## src/rtl/seq_div_if.sv

```systemverilog
// Operand/result handshake bundle for the sequential divider.
// master drives operands and result acceptance; slave is the divider side.
interface seq_div_if #(
    parameter int DWIDTH = 24
);
    logic              in_valid;
    logic              in_ready;
    logic [DWIDTH-1:0] dividend;
    logic [DWIDTH-1:0] divisor;
    logic              out_valid;
    logic              out_ready;
    logic [DWIDTH-1:0] quotient;
    logic [DWIDTH-1:0] remainder;
    logic              div_by_zero;

    modport master (
        output in_valid, dividend, divisor, out_ready,
        input  in_ready, out_valid, quotient, remainder, div_by_zero
    );

    modport slave (
        input  in_valid, dividend, divisor, out_ready,
        output in_ready, out_valid, quotient, remainder, div_by_zero
    );
endinterface

```

## src/rtl/seq_div.sv

```systemverilog
// Unsigned restoring radix-2 divider, one quotient bit per cycle, MSB first.
// Zero divisor short-circuits to DONE with quotient all ones and remainder = dividend.
module seq_div #(
    parameter int DWIDTH = 24
) (
    input  logic      clk,
    input  logic      rst_n,
    seq_div_if.slave  bus
);
    localparam int CW = $clog2(DWIDTH);

    localparam logic [1:0] ST_IDLE = 2'd0;
    localparam logic [1:0] ST_CALC = 2'd1;
    localparam logic [1:0] ST_DONE = 2'd2;

    logic [1:0]        state_q, state_d;
    logic [CW-1:0]     cnt_q, cnt_d;
    logic [DWIDTH:0]   rem_q, rem_d;
    logic [DWIDTH-1:0] dvd_q, dvd_d;
    logic [DWIDTH-1:0] dsr_q, dsr_d;
    logic [DWIDTH-1:0] quot_q, quot_d;
    logic              dbz_q, dbz_d;

    // One guard bit above the partial remainder makes the trial sign explicit.
    logic [DWIDTH+1:0] shifted;
    logic [DWIDTH+1:0] trial;

    assign shifted = {rem_q, dvd_q[DWIDTH-1]};
    assign trial   = shifted - {2'b00, dsr_q};

    always_comb begin
        state_d = state_q;
        cnt_d   = cnt_q;
        rem_d   = rem_q;
        dvd_d   = dvd_q;
        dsr_d   = dsr_q;
        quot_d  = quot_q;
        dbz_d   = dbz_q;
        case (state_q)
            ST_IDLE: begin
                if (bus.in_valid) begin
                    dvd_d = bus.dividend;
                    dsr_d = bus.divisor;
                    if (bus.divisor == '0) begin
                        state_d = ST_DONE;
                        quot_d  = '1;
                        rem_d   = {1'b0, bus.dividend};
                        dbz_d   = 1'b1;
                    end else begin
                        state_d = ST_CALC;
                        cnt_d   = CW'(DWIDTH - 1);
                        rem_d   = '0;
                        quot_d  = '0;
                        dbz_d   = 1'b0;
                    end
                end
            end
            ST_CALC: begin
                dvd_d = dvd_q << 1;
                if (!trial[DWIDTH+1]) begin
                    rem_d  = trial[DWIDTH:0];
                    quot_d = {quot_q[DWIDTH-2:0], 1'b1};
                end else begin
                    rem_d  = shifted[DWIDTH:0];
                    quot_d = {quot_q[DWIDTH-2:0], 1'b0};
                end
                cnt_d = cnt_q - CW'(1);
                if (cnt_q == '0) begin
                    state_d = ST_DONE;
                end
            end
            ST_DONE: begin
                if (bus.out_ready) begin
                    state_d = ST_IDLE;
                end
            end
            default: state_d = ST_IDLE;
        endcase
    end

    always_ff @(posedge clk or negedge rst_n) begin
        if (!rst_n) begin
            state_q <= ST_IDLE;
            cnt_q   <= '0;
            rem_q   <= '0;
            dvd_q   <= '0;
            dsr_q   <= '0;
            quot_q  <= '0;
            dbz_q   <= 1'b0;
        end else begin
            state_q <= state_d;
            cnt_q   <= cnt_d;
            rem_q   <= rem_d;
            dvd_q   <= dvd_d;
            dsr_q   <= dsr_d;
            quot_q  <= quot_d;
            dbz_q   <= dbz_d;
        end
    end

    assign bus.in_ready    = (state_q == ST_IDLE);
    assign bus.out_valid   = (state_q == ST_DONE);
    assign bus.quotient    = quot_q;
    assign bus.remainder   = rem_q[DWIDTH-1:0];
    assign bus.div_by_zero = dbz_q;
endmodule

```

## src/flat_wrapper.sv

```systemverilog
// flat-port wrapper written by rule: the top's interface ports become plain ports
module seq_div_flat 
#(
    parameter int DWIDTH = 24
)
  (clk, rst_n, bus_in_valid, bus_dividend, bus_divisor, bus_out_ready, bus_in_ready, bus_out_valid, bus_quotient, bus_remainder, bus_div_by_zero);
  seq_div_if #(.DWIDTH(DWIDTH)) bus_i ();
  input  logic clk;
  input  logic rst_n;
  input wire logic [$bits(bus_i.in_valid)-1:0] bus_in_valid;
  input wire logic [$bits(bus_i.dividend)-1:0] bus_dividend;
  input wire logic [$bits(bus_i.divisor)-1:0] bus_divisor;
  input wire logic [$bits(bus_i.out_ready)-1:0] bus_out_ready;
  output wire logic [$bits(bus_i.in_ready)-1:0] bus_in_ready;
  output wire logic [$bits(bus_i.out_valid)-1:0] bus_out_valid;
  output wire logic [$bits(bus_i.quotient)-1:0] bus_quotient;
  output wire logic [$bits(bus_i.remainder)-1:0] bus_remainder;
  output wire logic [$bits(bus_i.div_by_zero)-1:0] bus_div_by_zero;
  assign bus_i.in_valid = bus_in_valid;
  assign bus_i.dividend = bus_dividend;
  assign bus_i.divisor = bus_divisor;
  assign bus_i.out_ready = bus_out_ready;
  assign bus_in_ready = bus_i.in_ready;
  assign bus_out_valid = bus_i.out_valid;
  assign bus_quotient = bus_i.quotient;
  assign bus_remainder = bus_i.remainder;
  assign bus_div_by_zero = bus_i.div_by_zero;
  seq_div #(.DWIDTH(DWIDTH)) u_core (.clk(clk), .rst_n(rst_n), .bus(bus_i));
endmodule
```

## config.mk

```make
export PLATFORM = sky130hd
export DESIGN_NAME = seq_div_flat
export DESIGN_NICKNAME = d
export VERILOG_FILES = /design/src/rtl/seq_div_if.sv /design/src/rtl/seq_div.sv /design/src/flat_wrapper.sv
export SDC_FILE = /design/constraint.sdc
export NUM_CORES = 1
export LEC_CHECK = 0
export BUFFER_PORTS_ARGS = -buffer_cell sky130_fd_sc_hd__clkbuf_2
export CAP_MARGIN = 20
export CELL_PAD_IN_SITES_DETAIL_PLACEMENT = 2
export CELL_PAD_IN_SITES_GLOBAL_PLACEMENT = 2
export CORE_MARGIN = 3
export CORE_UTILIZATION = 31
export DETAILED_ROUTE_END_ITERATION = 6
export HOLD_SLACK_MARGIN = 0.12
export PLACE_DENSITY = 0.81
export REMOVE_ABC_BUFFERS = 1
export SYNTH_ARGS = -nofsm -noshare
export SYNTH_HDL_FRONTEND = slang
export SYNTH_SLANG_ARGS = --single-unit
```

## constraint.sdc

```tcl
create_clock -name clk -period 3.1 [get_ports clk]
set_clock_uncertainty 0.2 [all_clocks]
set_input_delay 0.775 -clock clk [delete_from_list [all_inputs] [get_ports clk]]
set_output_delay 0.775 -clock clk [all_outputs]
set_load 0.02 [all_outputs]
```

==> results of run 1 <==
[state kept, by name, summed over array words and instances, names as in the netlist]
name	count
u_core.cnt_q	5
u_core.state_q	2
u_core.rem_q	25
u_core.dvd_q	24
u_core.dsr_q	24
u_core.bus.quotient	24
u_core.bus.div_by_zero	1
[cell type report]
type | count | area [um^2] | area share [%]
Timing Repair Buffer | 157 | 976 | 12.8
Tap cell | 260 | 325 | 4.27
Clock buffer | 10 | 229 | 3.00
Inverter | 32 | 120 | 1.58
Multi-Input combinational cell | 483 | 3260 | 42.8
Clock inverter | 5 | 81.3 | 1.07
Sequential cell | 105 | 2630 | 34.5
[critical path, cell delays in order, from the launching register on]
cell,delay (ns)
sky130_fd_sc_hd__dfrtp_1,0.42
sky130_fd_sc_hd__ha_1,0.40
sky130_fd_sc_hd__a21oi_1,0.25
sky130_fd_sc_hd__o21ai_0,0.19
sky130_fd_sc_hd__a31oi_1,0.23
sky130_fd_sc_hd__nand2_2,0.10
sky130_fd_sc_hd__a221o_1,0.34
sky130_fd_sc_hd__a21oi_2,0.17
sky130_fd_sc_hd__a21oi_2,0.08
sky130_fd_sc_hd__or4b_4,0.53
sky130_fd_sc_hd__o211ai_2,0.08
[power by group through the flow]
stage,Combinational (mW),Sequential [mW],Clock (mW)
finish,7.85,2.60,1.24
global route,8.46,2.70,1.32
CTS,7.05,2.55,1.27
detailed placement,6.76,2.57,0
global placement,6.30,2.50,0
floorplan,3.86,2.81,0
[metal layers]
| metal | up-vias | wire [um] |
|---|---|---|
| met1 | 2864 | 9470 |
| met5 | - | 0 |
| li1 | 2544 | - |
| met4 | 0 | 401 |
| met2 | 104 | 11900 |
| met3 | 34 | 733 |
[worst paths after layout]
| check | cells after the start | endpoint | from | slack, ns |
|---|---|---|---|---|
| hold reg to reg | 1 | u_core.dvd_q[0] | u_core.dvd_q[0] | 0.33 |
| hold / removal | 1 | u_core.rem_q[17] | rst_n | 0.20 |
| min in group clk | 1 | u_core.dvd_q[0] | u_core.dvd_q[0] | 0.33 |
| setup / recovery | 10 | u_core.rem_q[24] | u_core.rem_q[10] | 0.03 |
| max in group asynchronous | 2 | u_core.rem_q[9] | rst_n | 1.73 |
| setup reg to reg | 10 | u_core.rem_q[24] | u_core.rem_q[10] | 0.03 |
[cells in the final DEF (no fill, tap or decap), types with 3 or more instances in the layout]
master and n:
sky130_fd_sc_hd__a21o_1 10, sky130_fd_sc_hd__a21oi_1 41, sky130_fd_sc_hd__a21oi_2 5, sky130_fd_sc_hd__a31oi_1 25, sky130_fd_sc_hd__and2_1 4, sky130_fd_sc_hd__buf_12 4, sky130_fd_sc_hd__buf_4 52, sky130_fd_sc_hd__clkbuf_16 9
sky130_fd_sc_hd__clkbuf_2 101, sky130_fd_sc_hd__dfrtp_1 105, sky130_fd_sc_hd__ha_1 13, sky130_fd_sc_hd__ha_4 11, sky130_fd_sc_hd__inv_1 28, sky130_fd_sc_hd__inv_2 4, sky130_fd_sc_hd__mux2i_1 45, sky130_fd_sc_hd__nand2_1 119
sky130_fd_sc_hd__nand3_1 4, sky130_fd_sc_hd__nor2_1 60, sky130_fd_sc_hd__nor2b_2 3, sky130_fd_sc_hd__nor3_1 3, sky130_fd_sc_hd__nor4_1 6, sky130_fd_sc_hd__o21a_1 4, sky130_fd_sc_hd__o21ai_0 32, sky130_fd_sc_hd__o22ai_1 21
sky130_fd_sc_hd__xnor2_1 14, sky130_fd_sc_hd__xor2_1 11
[per-stage QoR]
stage	area (um^2)	utilization (%)	hold WS, ns
CTS	7340	38.6	0.207
global route	7620	40.1	0.234
detailed placement	6970	36.6	0.309
global placement	6970	36.6	0.279
finish	7620	40.1	0.197
floorplan	5740	-	0.251
[what timing repair did]
action,CTS,global route
setup endpoints to repair,24,24
endpoints found under the hold margin,0,0
buffers inserted,4,10
hold buffers,0,0
gates resized for setup,11,35
pin swaps,4,17
cloned,0,0
[cells by family after synthesis]
group / Yosys count / share of synthesized area (%)
DFF: 105 / 43.2
muxes: 47 / 7.75
adders and majority gates: 27 / 5.68
xor gates and xnor gates: 25 / 3.60
and+or+nand+nor: 218 / 14.9
buffers and inverters: 94 / 7.59
AOI/OAI and AO/OA: 166 / 17.3
==> metrics.md, run 1 <==
| Metric | Value |
|---|---|
| Status | complete, no violations |
| Transition time at the pin with the least slew margin | around 0.74 ns |
| Number of clock sinks seen by CTS | between 100 and 150 |
| Detail Route Antenna Nets | 0 |
| Number of placed instances, taps included | around 1,000 |
| Data required, critical path | ~3.2 ns |
| Crit. End Element | flip-flop |
| Average routed wire per standard cell | ~21 um |
| Worst-path clk slew | 0.08 ns |
| Diode count | 0 |
| Clock buffers created by TritonCTS | 9 |
| VDD IR-drop max | between 0.5 and 0.6 mV |
| Number of remaining DRC errors | 0 |
| Peak Freq | ~330 MHz |
| RSZ-0062 raised after global routing | true |
| Number of detailed-route iterations in the first pass | 4 |
| Comb pwr share | around 67% |
| Iteration-0 DRC count of the detailed router | 200 |
| Row cnt | 50 |
| Ranking of synthesized cells by area | sky130_fd_sc_hd__dfrtp_1, sky130_fd_sc_hd__mux2i_1, sky130_fd_sc_hd__nand2_1 |
| Clock tree from TritonCTS | yes |
| Largest net degree at the start of global routing | 54 |
| Global-route wire length before repair | approximately 34 mm |
| Number of library cell types mapped by synthesis | 52 |
| Count of nets after finishing | about 870 |
| Detailed placer's ending HPWL | roughly 15 mm |
| Leading area contributor after synthesis | sky130_fd_sc_hd__dfrtp_1 |
| Post-DR vias/cell | between 5 and 6 |
| Signed area change from the synthesized netlist to the final layout | 25.3% |
| Worst path arrival time | approximately 3.2 ns |
| NetSw | about 5.4 mW |
| Number of maximum-capacitance violations | 0 |
| Overflow after GRT | 0 |
| Vias in the first global route | between 6,000 and 7,000 |
| Synth top area share | 43.2% |
| Cell area after technology mapping | 6080 um^2 |
| Grt met2 use | a little over a third |
| Synth cell count leaders | sky130_fd_sc_hd__nand2_1, sky130_fd_sc_hd__dfrtp_1, sky130_fd_sc_hd__nor2_1 |
| Reg power frac | 22.3% |
| Pwr dens | around 1500 nW/um^2 |
| Via count | about 5,500 |
| Cell count after synthesis | slightly below 700 |
| Horizontal extent of the die | approximately 150 um |
| Crit share post-route | between 90% and 100% |
| Post-synth ARST share | 100% |
| Clock latency at the later pin of the worst-skew pair | between 0.3 and 0.4 ns |
| Internal power | between 6 and 7 mW |
| Hold violation count in the final report | 0 |
| Finish-stage setup viols | 0 |
| Critical path class | flip-flop to flip-flop |
| Syn avg cell area | around 8.9 um^2 |
| Yosys warning total | 0 |
| Total core area | 19,000 um^2 |
| Clock Power Share | 10.6% |
| Ratio of cells with drive above 1 in the final layout | a little over a quarter |
| Number of flops mapped to enable cells by yosys | 0 |
| Non-filler instance count after layout | 1,052 |
| Final Max Slew Viols | 0 |
| Maximum buffer depth of the clock tree | 2 |
| Final-layout fill cell count | 2,073 |
| Fraction of power spent switching nets | between 40% and 50% |
| CTS H-tree depth | 3 |
| CP Launch Type | flip-flop |
| Met1 track demand over resource | around a quarter |
| Static Leak | 3.62 nW |
| Biggest fanout along the worst timing path | 5 |
| RePlAce Congestion | approximately 0.85 |
| Slew Limit Headroom | around half |
| Drt total wl | 22.5 mm |
| Area enclosed by the die boundary | between 20,000 and 25,000 um^2 |
| Cell chosen for the clock root | sky130_fd_sc_hd__clkbuf_16 |
| PnR Total Power | between 10 and 15 mW |
| Met3 Use GR | around 3% |
| Vertical die dimension | between 100 and 150 um |
| Worst Setup Slack, final | about 0.031 ns |
| Register bit count reported by yosys | between 100 and 150 |
| Most instantiated library cell after synthesis | sky130_fd_sc_hd__nand2_1 |
| Portion of the post-synthesis area used by sequential elements | 43.2% |
| Worst min path class | input port to async pin |
| Starting utilization of the core area | around a third |
| Most Crowded Layer GR | met2 |
| Total I/O pin count | 103 |
| Global-route usage over all layers | about a fifth |
| Setup_tns | 0 ns |
| Post-placement worst setup slack | -0.114 ns |
| Input/output buffers | roughly 100 |
| Min Clock Period, post-route | approximately 3.1 ns |
| Number of antenna violations at the first check in global routing | 0 |
| Prevailing post-synth register cell | sky130_fd_sc_hd__dfrtp_1 |
Power figures use the tool's default switching activity.
==> inputs of run 2 (changes only) <==
--- a/config.mk
+++ b/config.mk
@@ -14,6 +14,7 @@
 export DETAILED_ROUTE_END_ITERATION = 6
 export HOLD_SLACK_MARGIN = 0.12
 export PLACE_DENSITY = 0.81
+export RECOVER_POWER = 100
 export REMOVE_ABC_BUFFERS = 1
 export SYNTH_ARGS = -nofsm -noshare
 export SYNTH_HDL_FRONTEND = slang
==> run 2 against run 1 <==
Compared with the run above:
- sequential share of layout area is 0.51 points higher
- cell area down 1.5%
- worst hold slack better by 0.13 ns
- clock-buffer cell count is the same
==> metrics.md, run 2 (synthesis results as in run 1) <==
| Metric | Value |
|---|---|
| Most Crowded Layer GR | met2 |
| Iteration-0 DRC count of the detailed router | 260 (+30%) |
| Final Max Slew Viols | 0 (unchanged) |
| Placed cell areas | 6970 um^2 (unchanged) |
| Overflow after GRT | 0 (unchanged) |
| Largest net degree at the start of global routing | 54 (unchanged) |
| Clock buffers created by TritonCTS | 9 (unchanged) |
| Post-DR vias/cell | 5.26 (-0.16%) |
| Critical path class | flip-flop to flip-flop |
| Diode count | 0 (unchanged) |
| CP Launch Type | flip-flop |
| Number of clock sinks seen by CTS | 105 (unchanged) |
| RePlAce Congestion | 0.851 (unchanged) |
| Number of antenna violations at the first check in global routing | 0 (unchanged) |
| Number of hold buffers added after cts | 0 (unchanged) |
| Hold violation count in the final report | 0 (unchanged) |
| Worst min path class | flip-flop to flip-flop |
| Number of remaining DRC errors | 0 (unchanged) |
| Cell chosen for the clock root | sky130_fd_sc_hd__clkbuf_16 |
| Via count | 5,537 (-0.16%) |
| Final-layout fill cell count | 2,101 (+1.4%) |
| CTS H-tree depth | 3 (unchanged) |
| Global-route wire length before repair | 34.4 mm (unchanged) |
| Post-route standard cell area excluding fillers | 7510 um^2 (-1.5%) |
| Flip-flop count of the largest register after layout | 25 (unchanged) |
| Met1 track demand over resource | 25.0% (unchanged) |
| Area enclosed by the die boundary | 21,300 um^2 (unchanged) |
| Met3 Use GR | 3.01% (unchanged) |
| Finish-stage setup viols | 0 (unchanged) |
| Slew Limit Headroom | 17.9% (-32 points) |
| Crit share post-route | 99.2% (+0.25 points) |
| Clock latency at the later pin of the worst-skew pair | 0.36 ns (about the same) |
| Peak Freq | 325 MHz (-0.26%) |
| Number of maximum-capacitance violations | 0 (unchanged) |
| Clock tree from TritonCTS | yes |
| Data required, critical path | 3.18 ns (about the same) |
| Total I/O pin count | 103 (unchanged) |
| Vias in the first global route | 6,271 (unchanged) |
| Drt total wl | 22.5 mm (about the same) |
| Detail Route Antenna Nets | 0 (unchanged) |
| Worst path arrival time | 3.15 ns (about the same) |
| Ratio of cells with drive above 1 in the final layout | 20.6% (-6.8 points) |
| Global-route usage over all layers | 19.8% (unchanged) |
| Worst-path clk slew | 0.07 ns (about the same) |
| Transition time at the pin with the least slew margin | 1.23 ns (+0.488 ns) |
| RSZ-0062 raised after global routing | true |
| Min Clock Period, post-route | 3.08 ns (+0.00785 ns) |
| Commonest non-fill, non-tap cell in the layout | sky130_fd_sc_hd__nand2_1 |
| Crit. End Element | flip-flop |
| Maximum buffer depth of the clock tree | 2 (unchanged) |
| Register ranked first by flip-flop count | u_core.rem_q |
| Grt met2 use | 35.5% (unchanged) |
| Count of nets after finishing | 867 (unchanged) |
| Biggest fanout along the worst timing path | 5 (unchanged) |
| Average routed wire per standard cell | 21.4 um (about the same) |
| Number of detailed-route iterations in the first pass | 4 (unchanged) |
| Vertical die dimension | 146 um (unchanged) |
| Input/output buffers | 102 (unchanged) |
| Total core area | 19,000 um^2 (unchanged) |
| Horizontal extent of the die | 146 um (unchanged) |
| Status | complete, no violations |
| Row cnt | 50 (unchanged) |
| Detailed placer's ending HPWL | 15.2 mm (unchanged) |
| Commonest cells after routing, fill and taps aside | sky130_fd_sc_hd__nand2_1, sky130_fd_sc_hd__dfrtp_1, sky130_fd_sc_hd__nor2_1 |
| Signed area change from the synthesized netlist to the final layout | 23.4% |
| Starting utilization of the core area | 32.0% (unchanged) |
[run 2: worst max-delay path, stage by stage, from the launching register on]
cell and delay, ns:
sky130_fd_sc_hd__dfrtp_1 0.43, sky130_fd_sc_hd__ha_1 0.40, sky130_fd_sc_hd__a21oi_1 0.25, sky130_fd_sc_hd__o21ai_0 0.19, sky130_fd_sc_hd__a31oi_1 0.23, sky130_fd_sc_hd__nand2_2 0.10, sky130_fd_sc_hd__a221o_1 0.34, sky130_fd_sc_hd__a21oi_2 0.17
sky130_fd_sc_hd__a21oi_2 0.08, sky130_fd_sc_hd__or4b_4 0.53, sky130_fd_sc_hd__o211ai_2 0.08
[run 2: worst paths after layout]
kind | startpoint | endpoint | slack, ns | cells past startpoint
max | u_core.rem_q[10] | u_core.rem_q[24] | 0.02 | 10
min | u_core.dvd_q[0] | u_core.dvd_q[0] | 0.33 | 1
max reg2reg | u_core.rem_q[10] | u_core.rem_q[24] | 0.02 | 10
min reg2reg | u_core.dvd_q[0] | u_core.dvd_q[0] | 0.33 | 1
max in group asynchronous | rst_n | u_core.rem_q[5] | 0.65 | 2
min in group asynchronous | rst_n | u_core.rem_q[17] | 0.38 | 1
[run 2: layer usage]
metal	routed length [um]	vias to the layer above
met5	0	-
met4	396	0
met2	11900	102
met1	9480	2862
li1	-	2539
met3	731	34
[run 2: metrics by stage]
step / utilization (%) / worst slack [ns] / hold slack (ns) / cells / setup TNS (ns)
2_1_floorplan: - / -2.29 / 0.251 / 620 / -82.35
3_3_place_gp: 36.6 / 0.00513 / 0.279 / 1023 / 0
3_5_place_dp: 36.6 / -0.114 / 0.309 / 1023 / -2.75
4_1_cts: 38.6 / 0.00949 / 0.207 / 1042 / 0
5_1_grt: 39.5 / -0.166 / 0.359 / 1052 / -0.832
6_report: 39.5 / 0.0234 / 0.326 / 1052 / 0
[run 2: cell type report]
type | instances | area [um^2] | share of cell area (%)
flip-flops and latches | 105 | 2630 | 35.0
clock buffers | 10 | 229 | 3.05
repair buffers | 157 | 877 | 11.7
clock inverters | 5 | 81.3 | 1.08
inverters | 32 | 120 | 1.60
multi-input cells | 483 | 3250 | 43.3
well taps | 260 | 325 | 4.33
[run 2: what timing repair did]
item,4_1_cts,5_1_grt
buffers inserted,4,10
setup endpoints to repair,24,24
pin swaps,4,17
gates resized for setup,11,35
Power of run 2 is not shown: default switching activity piles up to over one toggle a cycle in this logic, so the estimate is an artifact.
